### src/rtl/dmem_arbiter_pkg.sv
// Shared types and constants for the data-memory arbiter.
package dmem_arb_pkg;

    typedef enum logic [1:0] {
        IDLE      = 2'd0,
        DMA_GRANT = 2'd1,
        DMA_BEAT  = 2'd2,
        DMA_DONE  = 2'd3
    } arb_state_e;

    localparam int BEAT_BYTES = 8;

    // A zero length still moves one beat; oversize requests are clipped to the burst limit.
    function automatic logic [3:0] norm_len(input logic [3:0] len, input int max_len);
        if (len == 4'd0) begin
            return 4'd1;
        end
        if (int'(len) > max_len) begin
            return 4'(max_len);
        end
        return len;
    endfunction

endpackage

### src/rtl/dmem_arbiter_starve_counter.sv
// Counts consecutive refused DMA cycles and flags when the refusal budget is used up.
module arb_starve_counter #(
    parameter int LIMIT = 4
) (
    input  logic clk,
    input  logic rst_n,
    input  logic clr,
    input  logic inc,
    output logic at_limit
);

    localparam int CNT_W = $clog2(LIMIT + 1);

    logic [CNT_W-1:0] cnt_q;
    logic [CNT_W-1:0] cnt_d;

    function automatic logic [CNT_W-1:0] sat_inc(input logic [CNT_W-1:0] v);
        return (v == CNT_W'(LIMIT - 1)) ? v : v + CNT_W'(1);
    endfunction

    always_comb begin
        cnt_d = cnt_q;
        if (clr) begin
            cnt_d = '0;
        end else if (inc) begin
            cnt_d = sat_inc(cnt_q);
        end
    end

    always_ff @(posedge clk or negedge rst_n) begin
        if (!rst_n) begin
            cnt_q <= '0;
        end else begin
            cnt_q <= cnt_d;
        end
    end

    assign at_limit = (cnt_q == CNT_W'(LIMIT - 1));

endmodule

### src/rtl/dmem_arbiter.sv
// Shares the single-port data memory between the MEM stage and a DMA burst port.
// The CPU has priority; a waiting burst is forced in after STARVE_LIMIT refusals.
module dmem_arbiter
    import dmem_arb_pkg::*;
#(
    parameter int ADDR_W       = 64,
    parameter int DATA_W       = 64,
    parameter int STARVE_LIMIT = 4,
    parameter int MAX_LEN      = 8
) (
    input  logic              clk,
    input  logic              reset,
    input  logic              cpu_re,
    input  logic              cpu_we,
    input  logic [ADDR_W-1:0] cpu_addr,
    input  logic [DATA_W-1:0] cpu_wdata,
    output logic [DATA_W-1:0] cpu_rdata,
    output logic              cpu_stall,
    input  logic              dma_req,
    input  logic              dma_we,
    input  logic [ADDR_W-1:0] dma_addr,
    input  logic [3:0]        dma_len,
    input  logic [DATA_W-1:0] dma_wdata,
    output logic              dma_gnt,
    output logic              dma_wack,
    output logic              dma_rvalid,
    output logic [DATA_W-1:0] dma_rdata,
    output logic              dma_done,
    output logic [ADDR_W-1:0] mem_addr,
    output logic [DATA_W-1:0] mem_wdata,
    output logic              mem_we,
    output logic              mem_re,
    input  logic [DATA_W-1:0] mem_rdata
);

    arb_state_e        state_q, state_d;
    logic [ADDR_W-1:0] base_q, base_d;
    logic              we_q, we_d;
    logic [3:0]        len_q, len_d;
    logic [3:0]        beat_cnt_q, beat_cnt_d;
    logic              rvalid_q, rvalid_d;
    logic [DATA_W-1:0] rdata_q, rdata_d;

    logic              cpu_active;
    logic              starve_clr;
    logic              starve_inc;
    logic              starve_hit;
    logic [ADDR_W-1:0] beat_addr;

    assign cpu_active = cpu_re | cpu_we;
    assign starve_inc = (state_q == IDLE) && dma_req && cpu_active;
    assign starve_clr = !dma_req || (state_q == DMA_GRANT);
    assign beat_addr  = base_q + ADDR_W'(beat_cnt_q) * ADDR_W'(BEAT_BYTES);

    arb_starve_counter #(
        .LIMIT(STARVE_LIMIT)
    ) u_starve (
        .clk     (clk),
        .rst_n   (reset),
        .clr     (starve_clr),
        .inc     (starve_inc),
        .at_limit(starve_hit)
    );

    always_comb begin
        state_d    = state_q;
        base_d     = base_q;
        we_d       = we_q;
        len_d      = len_q;
        beat_cnt_d = beat_cnt_q;
        rvalid_d   = 1'b0;
        rdata_d    = rdata_q;
        cpu_rdata  = '0;
        cpu_stall  = 1'b0;
        dma_gnt    = 1'b0;
        dma_wack   = 1'b0;
        dma_done   = 1'b0;
        mem_addr   = '0;
        mem_wdata  = '0;
        mem_we     = 1'b0;
        mem_re     = 1'b0;

        case (state_q)
            IDLE: begin
                // The pass-through path is combinational, so gate it to keep outputs quiet in reset.
                if (reset) begin
                    mem_addr  = cpu_addr;
                    mem_wdata = cpu_wdata;
                    mem_we    = cpu_we;
                    mem_re    = cpu_re & ~cpu_we;
                    cpu_rdata = mem_rdata;
                    if (dma_req && (!cpu_active || starve_hit)) begin
                        state_d = DMA_GRANT;
                    end
                end
            end
            DMA_GRANT: begin
                dma_gnt    = 1'b1;
                cpu_stall  = 1'b1;
                base_d     = dma_addr;
                we_d       = dma_we;
                len_d      = norm_len(dma_len, MAX_LEN);
                beat_cnt_d = 4'd0;
                state_d    = DMA_BEAT;
            end
            DMA_BEAT: begin
                cpu_stall = 1'b1;
                mem_addr  = beat_addr;
                if (we_q) begin
                    mem_we    = 1'b1;
                    mem_wdata = dma_wdata;
                    dma_wack  = 1'b1;
                end else begin
                    mem_re   = 1'b1;
                    rvalid_d = 1'b1;
                    rdata_d  = mem_rdata;
                end
                beat_cnt_d = beat_cnt_q + 4'd1;
                if (beat_cnt_q == len_q - 4'd1) begin
                    state_d = DMA_DONE;
                end
            end
            DMA_DONE: begin
                dma_done  = 1'b1;
                cpu_stall = 1'b1;
                state_d   = IDLE;
            end
            default: begin
                state_d = IDLE;
            end
        endcase
    end

    always_ff @(posedge clk or negedge reset) begin
        if (!reset) begin
            state_q    <= IDLE;
            base_q     <= '0;
            we_q       <= 1'b0;
            len_q      <= 4'd0;
            beat_cnt_q <= 4'd0;
            rvalid_q   <= 1'b0;
            rdata_q    <= '0;
        end else begin
            state_q    <= state_d;
            base_q     <= base_d;
            we_q       <= we_d;
            len_q      <= len_d;
            beat_cnt_q <= beat_cnt_d;
            rvalid_q   <= rvalid_d;
            rdata_q    <= rdata_d;
        end
    end

    assign dma_rvalid = rvalid_q;
    assign dma_rdata  = rdata_q;

endmodule

### config.mk
export PLATFORM = sky130hd
export DESIGN_NAME = dmem_arbiter
export DESIGN_NICKNAME = d
export VERILOG_FILES = /design/src/rtl/dmem_arbiter_pkg.sv /design/src/rtl/dmem_arbiter_starve_counter.sv /design/src/rtl/dmem_arbiter.sv
export SDC_FILE = /design/constraint.sdc
export NUM_CORES = 1
export LEC_CHECK = 0
export CORE_AREA = 2 2 230 232
export CTS_BUF_LIST = sky130_fd_sc_hd__clkbuf_16
export DETAILED_ROUTE_END_ITERATION = 7
export DIE_AREA = 0 0 232 234
export PLACE_DENSITY_LB_ADDON = 0.3
export SETUP_SLACK_MARGIN = 0.4
export SYNTH_ARGS = -nofsm -noshare
export SYNTH_HDL_FRONTEND = slang
export SYNTH_SLANG_ARGS = --single-unit
### constraint.sdc
create_clock -name clk -period 3.3 [get_ports clk]
set_input_delay 0.66 -clock clk [delete_from_list [all_inputs] [get_ports clk]]
set_output_delay 0.66 -clock clk [all_outputs]
set_load 0.05 [all_outputs]
Yosys cells after proc, flatten, opt, wreduce, memory -nomap -nowiden
Index checks and enable logic that the tools add are counted.

storage, ports and cells
  register bits = 143
  logic and storage cells = 76

cells by class
  multiplexer cells = 35
  bitwise operators = 4
  add/subtract/negate cells = 4
  equality and inequality tests = 9
  $lt $le $gt $ge = 1
  reductions and logical operators = 15

operators with widths
  operator                                              count
  2-to-1 mux 64 bit                                     5
  case mux 64 bit (2 select lines)                      2
  adder 64 x 7 -> 64 bit                                1
  2-to-1 mux 4 bit                                      4
  2-to-1 mux 1 bit                                      14
  2-to-1 mux 3 bit                                      3
  case mux 2 bit (4 select lines)                       1
  case mux 4 bit (2 select lines)                       1
  2-to-1 mux 2 bit                                      3
  != test 2 bit, second input constant                  3
  adder 4 x 1 -> 4 bit, second input constant           1
  equality test 2 bit, second input constant            2
  equality test 4 bit                                   1
  greater-than comparator 4 bit, second input constant  1
  zero test 4 bit                                       1
  case mux 1 bit (2 select lines)                       2
  AND reduction 2 bit                                   2
  nonzero test 2 bit                                    2
  subtractor 4 x 1 -> 4 bit, second input constant      1
  adder 3 x 1 -> 3 bit, second input constant           1
  equality test 3 x 2 -> 1 bit, second input constant   1
  logical AND 1 bit                                     3
  AND reduction 3 bit                                   1
  OR reduction 3 bit                                    1
  8 further kinds                                       11

Depth between registers and ports, before layout
Gate-level depths: netlist of the first run.

  depth in word-level cells = 7
  gate-level depth with buffers = 10
  gate-level depth less buffers = 8

Cells and area by module
A second synthesis of the first run with hierarchy kept.

unflattened totals
  cells, all modules = 956
  area, all modules = 9277.6 um^2

modules (own cells, without submodules)
  module              area each (um^2)  times used  cells an instance
  dmem_arbiter        9100.0            1           941
  arb_starve_counter  177.7             1           15

Worst setup path after synthesis of the first run
Ideal clock, no wire load.

  path type = register to output
  from = reg beat_cnt_q[0]
  to = out mem_addr[27]
  stages on the path, launching flop included = 11
  path slack = -0.637 ns
  required time = 2.640 ns
  buffers on the path = 2
  arrival time = 3.277 ns
  path through = dfrtp_1 > ha_1 > inv_1 > fa_1 > nand2b_1 > o2bb2ai_1 > clkbuf_1 > clkbuf_1 > nor4_1 > xnor2_1 > o21ai_0

between the ends
  cells in the longest elaborated chain, start to end = 2

ends and longest elaborated chain
  what                              RTL line             source
  from (decl)                       dmem_arbiter.sv:40   logic [3:0] beat_cnt_q, beat_cnt_d;
  from (signal assigned)            dmem_arbiter.sv:148  beat_cnt_q <= beat_cnt_d;
  adder 64 x 7 -> 64 bit            dmem_arbiter.sv:53   assign beat_addr = base_q + ADDR_W'(beat_cnt_q) * ADDR_W'(BEAT_BYTES);
  case mux 64 bit (2 select lines)  dmem_arbiter.sv:83   case (state_q)
  to (decl)                         dmem_arbiter.sv:29   output logic [ADDR_W-1:0] mem_addr,

No other way between the ends.

Worst setup path in the final report of the first run
  from = reg base_q[3]
  to = out mem_addr[43]

between the ends
  cells in the longest elaborated chain, start to end = 2

ends and longest elaborated chain
  what                              RTL line             source
  from (decl)                       dmem_arbiter.sv:37   logic [ADDR_W-1:0] base_q, base_d;
  from (signal assigned)            dmem_arbiter.sv:145  base_q <= base_d;
  adder 64 x 7 -> 64 bit            dmem_arbiter.sv:53
  case mux 64 bit (2 select lines)  dmem_arbiter.sv:83

No other way between the ends.

==> results of run 1 <==
-- where the power goes --
group / internal [uW] / leakage, uW / switching (uW) / total [uW]
clock network: 1110 / 0.000277 / 904 / 2010
registers: 2660 / 0.00168 / 917 / 3580
logic: 7210 / 0.00654 / 9190 / 16400
total: 11000 / 0.00850 / 11000 / 22000
-- registers in the layout (all words and copies together) (netlist names) --
name            count
len_q               4
base_q             64
beat_cnt_q          4
state_q             2
u_starve.cnt_q      3
dma_rdata          64
we_q                1
dma_rvalid          1
-- routing by layer --
metal / global-route usage (%) / vias to the layer above / part of all wire (%)
met2: 30.2 / 422 / 50
met3: 6.10 / 54 / 7.5
met4: 4.61 / 4 / 1.7
met5: 0 / - / 0.045
li1: - / 4732 / -
met1: 22.5 / 5010 / 41
-- worst paths after layout --
path | start | end | slack (ps) | cells after the start
setup / recovery | base_q[3] | mem_addr[43] | -220 | 9
hold / removal | reset | base_q[3] | 240 | 2
setup reg to reg | state_q[1] | base_q[21] | 980 | 5
hold reg to reg | dma_rdata[54] | dma_rdata[54] | 510 | 1
max in group asynchronous | reset | base_q[42] | 2530 | 2
min in group clk | dma_rdata[54] | dma_rdata[54] | 510 | 1
-- final cells by class --
class	count	area, sq um	share of cell area, %
timing repair buffer	702	8890	43.6
multi-input combinational	681	6390	31.3
sequential	143	3600	17.6
tap	688	861	4.22
clock buffer	17	425	2.09
clock inverter	13	139	0.681
inverter	21	86.3	0.423
antenna	1	2.50	0.0123
-- placed cells by master, fill, tap and decap left out, types with 6 or more instances in the layout --
cell	n
nor2_1	20
o211ai_1	13
dfrtp_2	14
buf_4	76
nand4_1	13
mux2_2	126
clkdlybuf4s50_1	396
a22o_4	8
dfrtp_1	129
buf_8	7
and3_1	70
inv_1	18
buf_12	192
o21ai_4	16
a32oi_1	11
buf_6	26
xnor2_1	6
ha_1	6
nand3_2	8
or4_4	7
o21ai_0	12
clkbuf_16	20
nor3_1	8
nand2_1	82
ha_4	6
o21ai_2	15
a21oi_1	11
nor4_4	15
a22o_1	61
nor3_4	6
nand3_1	26
nand3_4	9
xnor2_2	20
-- through the flow --
stage / std cells / total power [uW] / hold WS, ps
3_3_place_gp: 2161 / 18800 / 487
3_5_place_dp: 2161 / 18900 / 492
5_1_grt: 2265 / 23000 / 257
4_1_cts: 2242 / 22100 / 245
2_1_floorplan: 912 / 11900 / 364
6_report: 2266 / 22000 / 241
-- cells by family (layout without fill, tap and decap cells) --
| logic type | count (synthesis) | count (layout) | share of synthesized area [%] |
|---|---|---|---|
| AND/OR/NAND/NOR | 318 | 322 | 19.6 |
| AO/OA/AOI/OAI | 179 | 180 | 14.8 |
| flip-flops | 143 | 143 | 39.9 |
| multiplexers | 128 | 128 | 16.0 |
| buffers and inverters | 93 | 753 | 4.00 |
| XOR/XNOR | 37 | 37 | 3.61 |
| adder cells (fa/ha/maj) | 14 | 14 | 2.04 |
| other | 0 | 1 | 0 |
-- synth_stat cells (all sizes together) (2+ instances only) --
cell and n:
a211oi 2, a311o 2, xor2 10, and4 5, a22o 69, buf 14, a21o 2, nor3b 3
nand2b 7, ha 13, o21ai 45, o311ai 2, or4 9, a21oi 11, nand4 15, o211ai 13
o22ai 4, a211o 3, dfrtp 143, mux2i 2, nand3 43, xnor2 27, or4b 2, nor4b 4
mux2 126, or3 4, a31oi 3, and4b 2, nand2 86, nand4b 2, and3 71, a32o 3
and2 4, nor4 21, a32oi 11, nor3 16, inv 21, nor2 23, clkbuf 58
-- what timing repair did --
item	in CTS	in global routing
resized for setup	167	47
setup endpoints to repair	195	61
hold endpoints to repair	0	0
gates cloned	6	0
pin swaps	67	52
buffers inserted	45	23
==> results_dict.tcl, run 1 <==
set metrics [dict create \
    run_status "finished with violations" \
    violations "negative setup slack" \
    setup_viol 24 \
    area_delta_synth_final_pct 127 \
    p_leak_uw 0.00850 \
    boundaryPins 593 \
    grt_max_degree 94 \
    ys_warn_count 0 \
    crit_fanout 3 \
    clock_path_buffers 2 \
    tightest_slew_ps 914 \
    grt_pass1_vias 10500 \
    rows 84 \
    htree_levels 4 \
    synth_flop_cell "dfrtp_1" \
    yosys.area.top_type "dfrtp_1" \
    synth.top_cell.area_share_pct 39.9 \
    core-area_sq_um 52000 \
    path_cells "ha_2, inv_2, fa_2, nand2b_4, o2bb2ai_4, nor4_4, or4b_1, o211ai_1, buf_12" \
    hp-class "input pin to asynchronous set/reset pin" \
    wl_per_cell_um 22.5 \
    worstPathArrival_ps 2860 \
    via_per_inst 4.51 \
    syn_inst 912 \
    worst_skew_pair.late_latency_ps 470 \
    crit_path_start_kind "flip-flop" \
    grt_pass1_wl_mm 71.8 \
    final.setup.tns_ps -1700 \
    setup_slack_ps -219 \
    cts_root_buffer "clkbuf_16" \
    fin_util_pct 39.2 \
    cp_num_buf_inv 2 \
    clock_sinks 143 \
    post-route-min-period_ps 3520 \
    die_y_um 234 \
    synth.avg_cell_area_sq_um 9.84 \
    port_buffers 592 \
    drc 0 \
    slew_violations 0 \
    crit_type "flip-flop to output pin" \
    vdd_ir_drop_max_mv 0.716 \
    clock.fmax_mhz 284 \
    cts_buffers 17 \
    gp_congestion 0.854 \
    grtUsageTotal_pct 18.2 \
    power_density_nw_per_um2 1080 \
    die_area_sq_um 54300 \
    die_w_um 232 \
    dp_slack_ps 115 \
    slowest_stage "or4b_1" \
    drv_cap 0 \
    cts_tree "done" \
    placed_cell_area_sq_um 18100 \
    stdcell_area_sq_um 20400 \
    synthDistinctLibCells 59 \
    synthTopCellsByArea "dfrtp_1 40%, mux2_2 16%, a22o_1 6.7%" \
    drive_gt1_share_pct 40.6 \
    rsz0062_at_grt "true" \
    drt_pass1_iterations 5 \
    synthesis.area_sq_um 8970 \
    dr.first_iter.drc_count 656 \
    critPathTopFamily "simple AND/OR/NAND/NOR gates" \
    ys_seq_elements 143 \
    timing_hold_violations_final 0 \
    synth-edff-count 0 \
    totalWireLength_mm 51.0 \
    worst_setup_path_end_kind "output pin" \
    clk_pin_slew_worst_paths_ps 60 \
    antenna_found_initial 11 \
    num_vias 10200 \
    gr-total-overflow 0 \
    fill_cells 4997 \
    clock_skew_ps 6.39 \
    nets 1910 \
    start_util_pct 17.2 \
    timing.final.crit_share_pct 107 \
    postSynth.asyncResetShare_pct 100 \
    dp_hpwl_mm 38.5 \
    synth_nets 1256 \
    cpPeakStageDelay_ps 460 \
    ant_nets 0 \
    cts_hold_buf 0 \
    yosysSeqAreaShare_pct 39.9 \
    slew_headroom_pct 39.1 \
    required_ps 2640 \
]
Note: power is estimated with default switching activity, not from simulation.
==> run 2: changes to the inputs <==
--- a/config.mk
+++ b/config.mk
@@ -5,10 +5,10 @@
 export SDC_FILE = /design/constraint.sdc
 export NUM_CORES = 1
 export LEC_CHECK = 0
-export CORE_AREA = 2 2 230 232
+export CORE_AREA = 2 2 232 234
 export CTS_BUF_LIST = sky130_fd_sc_hd__clkbuf_16
 export DETAILED_ROUTE_END_ITERATION = 7
-export DIE_AREA = 0 0 232 234
+export DIE_AREA = 0 0 234 236
 export PLACE_DENSITY_LB_ADDON = 0.3
 export SETUP_SLACK_MARGIN = 0.4
 export SYNTH_ARGS = -nofsm -noshare
==> run 2 against run 1 <==
The run still ends with negative setup slack left. Critical endpoint unchanged. Largest power group unchanged. Core utilization is 0.68 points higher. Critical path depth stayed put. Wire length is 3.9% higher.
==> results_dict.tcl, run 2 (synthesized netlist as in run 1, its figures left out) <==
set metrics [dict create \
    rsz0062_at_grt "true" \
    clock_path_buffers 2 \
    cp_num_buf_inv 2 \
    power_density_nw_per_um2 1070 \
    critPathTopFamily "simple AND/OR/NAND/NOR gates" \
    dp_cells 2166 \
    grt_pass1_vias 11100 \
    crit_path_start_kind "flip-flop" \
    final_common_cell "clkdlybuf4s50_1" \
    boundaryPins 593 \
    timing_hold_violations_final 0 \
    cts_hold_buf 0 \
    dr.first_iter.drc_count 545 \
    num_vias 10400 \
    crit_type "flip-flop to output pin" \
    drt_pass1_iterations 5 \
    fin_cells 2297 \
    setup_slack_ps -279 \
    via_per_inst 4.52 \
    drv_cap 0 \
    holdWs_ps 187 \
    mostFrequentLayoutCells "394 x clkdlybuf4s50_1, 199 x buf_12, 133 x dfrtp_1" \
    vdd_ir_drop_max_mv 0.544 \
    rr_startpoint "state_q[1]" \
    timing.final.crit_share_pct 108 \
    crit_fanout 3 \
    fill_cells 5027 \
    hp-class "input pin to asynchronous set/reset pin" \
    worst_skew_pair.late_latency_ps 470 \
    slowest_stage "or4b_1" \
    cts_buffers 17 \
    path_cells "ha_4, inv_2, fa_2, nand2b_4, o2bb2ai_4, nor4_4, or4b_1, o211ai_1, buf_12" \
    post-route-min-period_ps 3580 \
    violations "negative setup slack" \
    r2r_end "base_q[45]" \
    gp_congestion 0.844 \
    dp_hpwl_mm 38.7 \
    drc 0 \
    run_status "finished with violations" \
    worstPathArrival_ps 2920 \
    nets 1932 \
    die_w_um 234 \
    p_leak_uw 0.00885 \
    slew_headroom_pct 55.9 \
    ant_nets 0 \
    antenna_found_initial 13 \
    totalWireLength_mm 53.0 \
    cts_tree "done" \
    grt_pass1_wl_mm 75.4 \
    core-area_sq_um 53100 \
    clk_pin_slew_worst_paths_ps 70 \
    clock_skew_ps 9.00 \
    gr-total-overflow 0 \
    grtUsageTotal_pct 18.9 \
    clock.fmax_mhz 279 \
    clock_sinks 143 \
    drive_gt1_share_pct 43.9 \
    cts_root_buffer "clkbuf_16" \
    die_y_um 236 \
    tightest_slew_ps 664 \
    rows 85 \
    wl_per_cell_um 23.1 \
    crit_cells 9 \
    worstRegToRegCells 6 \
    area_delta_synth_final_pct 136 \
    ff2ff_setup_slack_ps 950 \
    setup_viol 51 \
    die_area_sq_um 55200 \
    grt_max_degree 77 \
    htree_levels 4 \
    slew_violations 0 \
    worst_setup_path_end_kind "output pin" \
    required_ps 2640 \
    port_buffers 592 \
    cpPeakStageDelay_ps 470 \
    start_util_pct 16.9 \
]
run 2: changes by cell type in the layout (fill, tap and decap cells not counted), moves of 4 or more:
cell,delta
buf_12,+7
buf_16,+7
dfrtp_2,-4
a22o_1,-37
buf_4,-4
a22o_4,+37
nand3_1,-8
nand3_2,+9
buf_6,+11
dfrtp_1,+4
run 2: power by group:
| group | internal (uW) | switching, uW |
|---|---|---|
| clock network | 1030 | 893 |
| registers | 2660 | 959 |
| logic | 7700 | 9410 |
| total | 11400 | 11300 |
run 2: area by class of cell:
cell class / count / area, sq um / area share [%]
antenna: 1 / 2.50 / 0.0118
clock buffer: 17 / 425 / 2.01
clock inverter: 14 / 120 / 0.568
inverter: 21 / 86.3 / 0.408
multi-input combinational: 680 / 6710 / 31.7
sequential: 143 / 3590 / 17.0
tap: 696 / 871 / 4.12
timing repair buffer: 725 / 9350 / 44.2
run 2: how the worst max path moves through the flow:
stage	from	slack, ps	to
2_1_floorplan	beat_cnt_q[1]	140	mem_addr[32]
3_3_place_gp	beat_cnt_q[0]	40	mem_addr[43]
3_5_place_dp	base_q[3]	30	mem_addr[43]
4_1_cts	beat_cnt_q[0]	-330	mem_addr[43]
5_1_grt	beat_cnt_q[0]	-440	mem_addr[43]
6_report	beat_cnt_q[0]	-280	mem_addr[43]
run 2: what timing repair did:
action                                  4_1_cts  5_1_grt
endpoints found under the hold margin         0        0
gates cloned                                 13        1
gates resized for setup                     225       53
pin swaps                                   114       52
buffers inserted                             73       12
endpoints found under the setup margin      196       91
run 2: metal layers:
layer / track usage (%) / wire length, um
met3: 6.85 / 4270
met1: 22.9 / 21900
met2: 31.6 / 26000
met5: 0 / 37
met4: 4.37 / 787
run 2: through the flow:
| stage | util (%) | power, uW | setup TNS [ps] | instance area, sq um | worst slack, ps |
|---|---|---|---|---|---|
| 2_1_floorplan | - | 11900 | 0 | 9420 | 142 |
| 3_3_place_gp | 34.1 | 18700 | 0 | 18100 | 36.8 |
| 3_5_place_dp | 34.1 | 18800 | 0 | 18100 | 29.0 |
| 4_1_cts | 39.0 | 22500 | -8270 | 20700 | -332 |
| 5_1_grt | 39.9 | 23700 | -14880 | 21200 | -444 |
| 6_report | 39.9 | 22700 | -8030 | 21200 | -279 |
